===== src/rtl/lat_tracker_pkg.sv =====
// rtl/lat_tracker_pkg.sv - shared types, default sizes and saturating add for lat_tracker
// Ports: none (package).
package lat_tracker_pkg;

  localparam int DEF_DEPTH = 16;
  localparam int DEF_TS_W  = 32;
  localparam int DEF_CNT_W = 32;

  typedef enum logic [1:0] {
    IDLE = 2'd0,
    RUN  = 2'd1,
    DONE = 2'd2
  } state_t;

  // Unsigned add clamped to the largest w-bit value; operands are
  // zero-extended into 64 bits so any width up to 64 can share it.
  function automatic logic [63:0] sat_add(input logic [63:0] a,
                                          input logic [63:0] b,
                                          input int unsigned w);
    logic [64:0] sum;
    logic [63:0] lim;
    lim = (w >= 64) ? '1 : ((64'd1 << w) - 64'd1);
    sum = {1'b0, a} + {1'b0, b};
    if (sum > {1'b0, lim}) return lim;
    return sum[63:0];
  endfunction

endpackage


===== src/rtl/lat_tracker_if.sv =====
// rtl/lat_tracker_if.sv - issue/complete strobe bundle observed by lat_tracker
// Signals: start_valid (transaction issued this cycle), done_valid (transaction completed this cycle).
// Modports: master drives the strobes, slave observes them.
interface lat_tracker_if;
  logic start_valid;
  logic done_valid;

  modport master (output start_valid, output done_valid);
  modport slave  (input  start_valid, input  done_valid);
endinterface


===== src/rtl/lat_ts_fifo.sv =====
// rtl/lat_ts_fifo.sv - DEPTH x W in-order timestamp buffer
// Ports: clk, rst (async active-low), push/push_data, pop/pop_data (head, valid when !empty),
//        full, empty, count (entries held).
module lat_ts_fifo #(
  parameter int DEPTH = 16,
  parameter int W     = 32
) (
  input  logic                     clk,
  input  logic                     rst,
  input  logic                     push,
  input  logic [W-1:0]             push_data,
  input  logic                     pop,
  output logic [W-1:0]             pop_data,
  output logic                     full,
  output logic                     empty,
  output logic [$clog2(DEPTH):0]   count
);

  localparam int AW = $clog2(DEPTH);

  logic [W-1:0] mem [DEPTH];
  logic [AW:0]  wr_ptr;
  logic [AW:0]  rd_ptr;

  // The extra MSB on each pointer tells full (same index, different lap)
  // apart from empty (same index, same lap).
  assign empty    = (wr_ptr == rd_ptr);
  assign full     = (wr_ptr[AW] != rd_ptr[AW]) && (wr_ptr[AW-1:0] == rd_ptr[AW-1:0]);
  assign count    = wr_ptr - rd_ptr;
  assign pop_data = mem[rd_ptr[AW-1:0]];

  always_ff @(posedge clk or negedge rst) begin
    if (!rst) begin
      wr_ptr <= '0;
      rd_ptr <= '0;
    end else begin
      if (push) wr_ptr <= wr_ptr + 1'b1;
      if (pop)  rd_ptr <= rd_ptr + 1'b1;
    end
  end

  always_ff @(posedge clk) begin
    if (push) mem[wr_ptr[AW-1:0]] <= push_data;
  end

endmodule


===== src/rtl/lat_tracker.sv =====
// rtl/lat_tracker.sv - timestamps issues, pairs completions in order, accumulates latency
// Ports: clk, rst (async active-low), evt (start_valid/done_valid strobes), trans_num (expected count),
//        lat_total (saturating sum), lat_max, lat_min, done_cnt, in_flight, finish, err_ovf, err_udf.
module lat_tracker
  import lat_tracker_pkg::*;
#(
  parameter int DEPTH = DEF_DEPTH,
  parameter int TS_W  = DEF_TS_W,
  parameter int CNT_W = DEF_CNT_W
) (
  input  logic                   clk,
  input  logic                   rst,
  lat_tracker_if.slave           evt,
  input  logic [CNT_W-1:0]       trans_num,
  output logic [CNT_W-1:0]       lat_total,
  output logic [TS_W-1:0]        lat_max,
  output logic [TS_W-1:0]        lat_min,
  output logic [CNT_W-1:0]       done_cnt,
  output logic [$clog2(DEPTH):0] in_flight,
  output logic                   finish,
  output logic                   err_ovf,
  output logic                   err_udf
);

  state_t state, state_nxt;

  logic [TS_W-1:0]  ts;
  logic [TS_W-1:0]  head;
  logic [TS_W-1:0]  lat;
  logic [CNT_W-1:0] done_inc;
  logic             full, empty;
  logic             bypass, do_push, do_pop, accept, ovf, udf;

  lat_ts_fifo #(.DEPTH(DEPTH), .W(TS_W)) u_fifo (
    .clk       (clk),
    .rst       (rst),
    .push      (do_push),
    .push_data (ts),
    .pop       (do_pop),
    .pop_data  (head),
    .full      (full),
    .empty     (empty),
    .count     (in_flight)
  );

  always_ff @(posedge clk or negedge rst) begin
    if (!rst) state <= IDLE;
    else      state <= state_nxt;
  end

  always_comb begin
    state_nxt = state;
    bypass    = 1'b0;
    do_push   = 1'b0;
    do_pop    = 1'b0;
    accept    = 1'b0;
    ovf       = 1'b0;
    udf       = 1'b0;
    done_inc  = done_cnt + CNT_W'(1);
    unique case (state)
      IDLE, RUN: begin
        if (state == IDLE && trans_num == '0) begin
          state_nxt = DONE;
        end else begin
          // Empty buffer with a same-cycle start: pair them directly.
          bypass  = evt.start_valid && evt.done_valid && empty;
          do_pop  = evt.done_valid && !empty;
          // A full buffer still accepts a start when the head leaves this cycle.
          do_push = evt.start_valid && !bypass && (!full || do_pop);
          ovf     = evt.start_valid && full && !evt.done_valid;
          udf     = evt.done_valid && empty && !evt.start_valid;
          accept  = bypass || do_pop;
          if (state == IDLE && evt.start_valid) state_nxt = RUN;
          if (accept && done_inc == trans_num)  state_nxt = DONE;
        end
      end
      DONE:    state_nxt = DONE;
      default: state_nxt = IDLE;
    endcase
  end

  // Modulo subtraction absorbs a single wrap of the timestamp counter.
  assign lat = bypass ? '0 : (ts - head);

  always_ff @(posedge clk or negedge rst) begin
    if (!rst) begin
      ts        <= '0;
      lat_total <= '0;
      lat_max   <= '0;
      lat_min   <= '1;
      done_cnt  <= '0;
      finish    <= 1'b0;
      err_ovf   <= 1'b0;
      err_udf   <= 1'b0;
    end else begin
      ts <= ts + TS_W'(1);
      if (ovf) err_ovf <= 1'b1;
      if (udf) err_udf <= 1'b1;
      if (accept) begin
        done_cnt  <= done_inc;
        lat_total <= CNT_W'(sat_add(64'(lat_total), 64'(lat), CNT_W));
        if (lat > lat_max) lat_max <= lat;
        if (lat < lat_min) lat_min <= lat;
      end
      // finish rises on the same edge as the last total update.
      if (state != DONE && state_nxt == DONE) finish <= 1'b1;
    end
  end

endmodule


===== src/flat_wrapper.sv =====
// flat-port wrapper written by rule: the top's interface ports become plain ports
module lat_tracker_flat import lat_tracker_pkg::*;
#(
  parameter int DEPTH = DEF_DEPTH,
  parameter int TS_W  = DEF_TS_W,
  parameter int CNT_W = DEF_CNT_W
)
  (clk, rst, trans_num, lat_total, lat_max, lat_min, done_cnt, in_flight, finish, err_ovf, err_udf, evt_start_valid, evt_done_valid);
  lat_tracker_if evt_i ();
  input  logic clk;
  input  logic rst;
  input  logic [CNT_W-1:0] trans_num;
  output logic [CNT_W-1:0] lat_total;
  output logic [TS_W-1:0] lat_max;
  output logic [TS_W-1:0] lat_min;
  output logic [CNT_W-1:0] done_cnt;
  output logic [$clog2(DEPTH):0] in_flight;
  output logic finish;
  output logic err_ovf;
  output logic err_udf;
  input wire logic [$bits(evt_i.start_valid)-1:0] evt_start_valid;
  input wire logic [$bits(evt_i.done_valid)-1:0] evt_done_valid;
  assign evt_i.start_valid = evt_start_valid;
  assign evt_i.done_valid = evt_done_valid;
  lat_tracker #(.DEPTH(DEPTH), .TS_W(TS_W), .CNT_W(CNT_W)) u_core (.clk(clk), .rst(rst), .evt(evt_i), .trans_num(trans_num), .lat_total(lat_total), .lat_max(lat_max), .lat_min(lat_min), .done_cnt(done_cnt), .in_flight(in_flight), .finish(finish), .err_ovf(err_ovf), .err_udf(err_udf));
endmodule

===== config.mk =====
export PLATFORM = sky130hd
export DESIGN_NAME = lat_tracker_flat
export DESIGN_NICKNAME = d
export VERILOG_FILES = /design/src/rtl/lat_tracker_pkg.sv /design/src/rtl/lat_tracker_if.sv /design/src/rtl/lat_ts_fifo.sv /design/src/rtl/lat_tracker.sv /design/src/flat_wrapper.sv
export SDC_FILE = /design/constraint.sdc
export NUM_CORES = 1
export LEC_CHECK = 0
export CAP_MARGIN = 20
export CORE_UTILIZATION = 38
export CTS_BUF_LIST = sky130_fd_sc_hd__clkbuf_4 sky130_fd_sc_hd__clkbuf_8 sky130_fd_sc_hd__clkbuf_16
export DETAILED_ROUTE_END_ITERATION = 12
export PLACE_DENSITY_LB_ADDON = 0.3
export SYNTH_ARGS = -nofsm -noshare
export SYNTH_HDL_FRONTEND = slang
export SYNTH_SLANG_ARGS = --single-unit
export TNS_END_PERCENT = 20

===== constraint.sdc =====
create_clock -name clk -period 17.6 [get_ports clk]
set_clock_uncertainty 0.05 [all_clocks]
set_input_delay 4.4 -clock clk [delete_from_list [all_inputs] [get_ports clk]]
set_output_delay 4.4 -clock clk [all_outputs]
set_load 0.005 [all_outputs]

==> flow_summary.ini <==
[clocking]
clk_path_buf_depth = 3
root_buffer = clkbuf_16
cts_setup_buffers = 0
cts-resized-gates = 0
postCtsHoldBufs = 0
clk_pin_slew_ps = 60
cts_sinks = 687
cts_buffers = 71
ctsHtreeMaxLevel = 3
clock_latency_ps = 610
cts_tree = done

[logic_synthesis]
syn_inst = 2152
netlist.top_cell.by_area = edfxtp_1
ys_top_cells_by_area = edfxtp_1 (47%), mux4_2 (11%), dfrtp_1 (11%), ha_1 (5.4%), xnor2_1 (2.9%)
async_reset_ff_share_pct = 25.47
yosysTopAreaCellShare_pct = 47.44
postSynthAreaPerCell_um2 = 15.06
synth_fp_nets = 2332
yosysWarnings = 0
seq_area_frac_synth_pct = 61.08
synth_cell_type_count = 83
ys_ff_latch = 687
synth_common_cells = edfxtp_1 (512), mux4_2 (160), dfrtp_1 (143)
syn_area_um2 = 32410
synth-edff-count = 512
yosysMostFrequentCell = edfxtp_1
ys.flop_type = edfxtp_1

[routing]
vias = 19440
first_iter_violations = 1496
viasPerCell = 5.483
final_antenna_net_count = 0
remaining_drc_errors = 0
drt-pass1-iter-count = 5
post_drt_wl_per_cell_um = 22.23
wl_mm = 78.83

[placed_design]
portBuffers = 171
place_hpwl_mm = 50.72
placed_area_um2 = 35540
post-place-cells = 3413
pre_cts_ws_ps = 7199
gp_congestion = 0.8997

[die]
num_io_pins = 172
die_area_um2 = 86450
coreArea_um2 = 84090
rows = 106
initial_core_util_pct = 38.54
die_x_um = 294.0
dieHeight_um = 294.0

[layout]
n_antenna_cell = 0
nFillCells = 7362
drive_gt1_share_pct = 17.91
fin_cells = 3546
syn_to_final_growth_pct = 17.26
design_area_um2 = 38000
final_nets = 2533

[global_routing]
grt_max_degree = 97
grt_pass1_wl_mm = 120.7
grt-ovfl-total = 0
antenna_found_initial = 0
track_usage_pct = 18.33
grt_pass1_vias = 19890

[critical_path]
worstPathRequired_ps = 18030
worstSetupEndpointType = flop
path_class = in2reg
critPathMaxFanout = 39
cp-start-kind = input port
critPathArrivalTime_ps = 10060

[timing]
slew_headroom_pct = 39.65
setup_viol_count_final = 0
grt_setup_unrepaired = no
fin_crit_ps = 9636
timing.hold.ws_ps = 436.6
min_period_over_period_pct = 54.75
slew_violations = 0
finalWorstSetupSlack_ps = 7964
max_slew.worst_pin.slew_ps = 905.3
fin_setup_tns_ps = 0
fmax_mhz = 103.8
finalHoldViolCount = 0

[worst_hold_path]
hp-class = reg2reg

[power]
leakage_nw = 14.12
vdd_drop_max_mv = 0.1016
p_per_area_nw_per_um2 = 198.4

[job]
drv_cap = 0

[run_status]
status = completed
[power breakdown]
group	leakage [nW]	total, W	internal, W	switching (W)
combinational	5.95	0.00377	0.00174	0.00203
sequential	6.97	0.00222	0.00201	0.000208
clock	1.21	0.00154	0.000913	0.000632
total	14.1	0.00754	0.00467	0.00287
[state kept, by name, indices dropped and copies added (netlist names)]
register and count:
u_core.u_fifo.rd_ptr 5, u_core.finish 1, u_core.lat_max 32, u_core.u_fifo.wr_ptr 5, u_core.state 2, u_core.ts 32, u_core.err_udf 1, u_core.lat_min 32
u_core.done_cnt 32, u_core.lat_total 32, u_core.err_ovf 1, u_core.u_fifo.mem 512
[final timing paths]
path / startpoint / endpoint / slack (ps) / cells past startpoint
setup / recovery: trans_num[10] / u_core.lat_total[31] / 7960 / 18
hold / removal: u_core.err_udf / u_core.err_udf / 440 / 1
setup reg to reg: u_core.u_fifo.rd_ptr[0] / u_core.lat_min[25] / 8840 / 25
hold reg to reg: u_core.err_udf / u_core.err_udf / 440 / 1
max in group asynchronous: rst / u_core.u_fifo.rd_ptr[1] / 12410 / 2
min in group asynchronous: rst / u_core.lat_total[6] / 3750 / 1
[area by class of cell]
type | instances | area [um2] | area share, %
inverter | 124 | 465.4 | 1.225
timing repair buffer | 204 | 1983 | 5.219
clock buffer | 95 | 2042 | 5.374
clock inverter | 37 | 397.9 | 1.047
sequential | 687 | 19800 | 52.11
multi-input combinational | 1265 | 11890 | 31.29
tap | 1134 | 1419 | 3.734
[layout by cell type (no fill, tap or decap), types with 73 or more instances in the layout]
cell / count
ha_1: 141
clkbuf_16: 73
mux4_2: 160
edfxtp_1: 512
inv_1: 123
clkdlybuf4s50_1: 170
dfrtp_1: 140
a21oi_1: 83
xnor2_1: 108
nand2_1: 105
[per-layer routing]
layer,vias to the layer above,part of all wire [%],global-route usage [%]
met1,9996,43,24.19
li1,8724,-,-
met2,614,50,31.39
met5,-,0,0
met4,0,2.2,5.297
met3,108,5.3,2.568
[critical path, cell delays in order]
cell	delay (ps)
clkdlybuf4s50_1	490
or4_1	540
nor3_1	310
a31oi_1	340
and4_1	310
buf_4	260
nor3_1	580
ha_1	400
o21ai_0	270
o21ai_0	250
nand4_1	210
a31oi_1	140
o31ai_1	550
o211a_1	300
o211ai_1	130
a211oi_1	290
xnor2_1	110
o22a_1	160
[metrics by stage]
step	total power, W	utilization, %
3_5_place_dp	0.006013	42.27
2_1_floorplan	0.004849	-
3_3_place_gp	0.005913	42.27
5_1_grt	0.008057	45.19
6_report	0.007537	45.19
4_1_cts	0.007587	45.17
[cells by family (layout without fill, tap and decap cells)]
family | after synthesis | in the layout | share of synthesized area [%]
compound gates | 336 | 336 | 6.942
simple gates | 420 | 420 | 7.012
xor+xnor | 165 | 165 | 4.459
flops | 687 | 687 | 61.08
mux | 200 | 200 | 12.50
buf+inv | 200 | 460 | 2.374
fa+ha+maj | 144 | 144 | 5.629
Note: power is estimated with default switching activity, not from simulation.
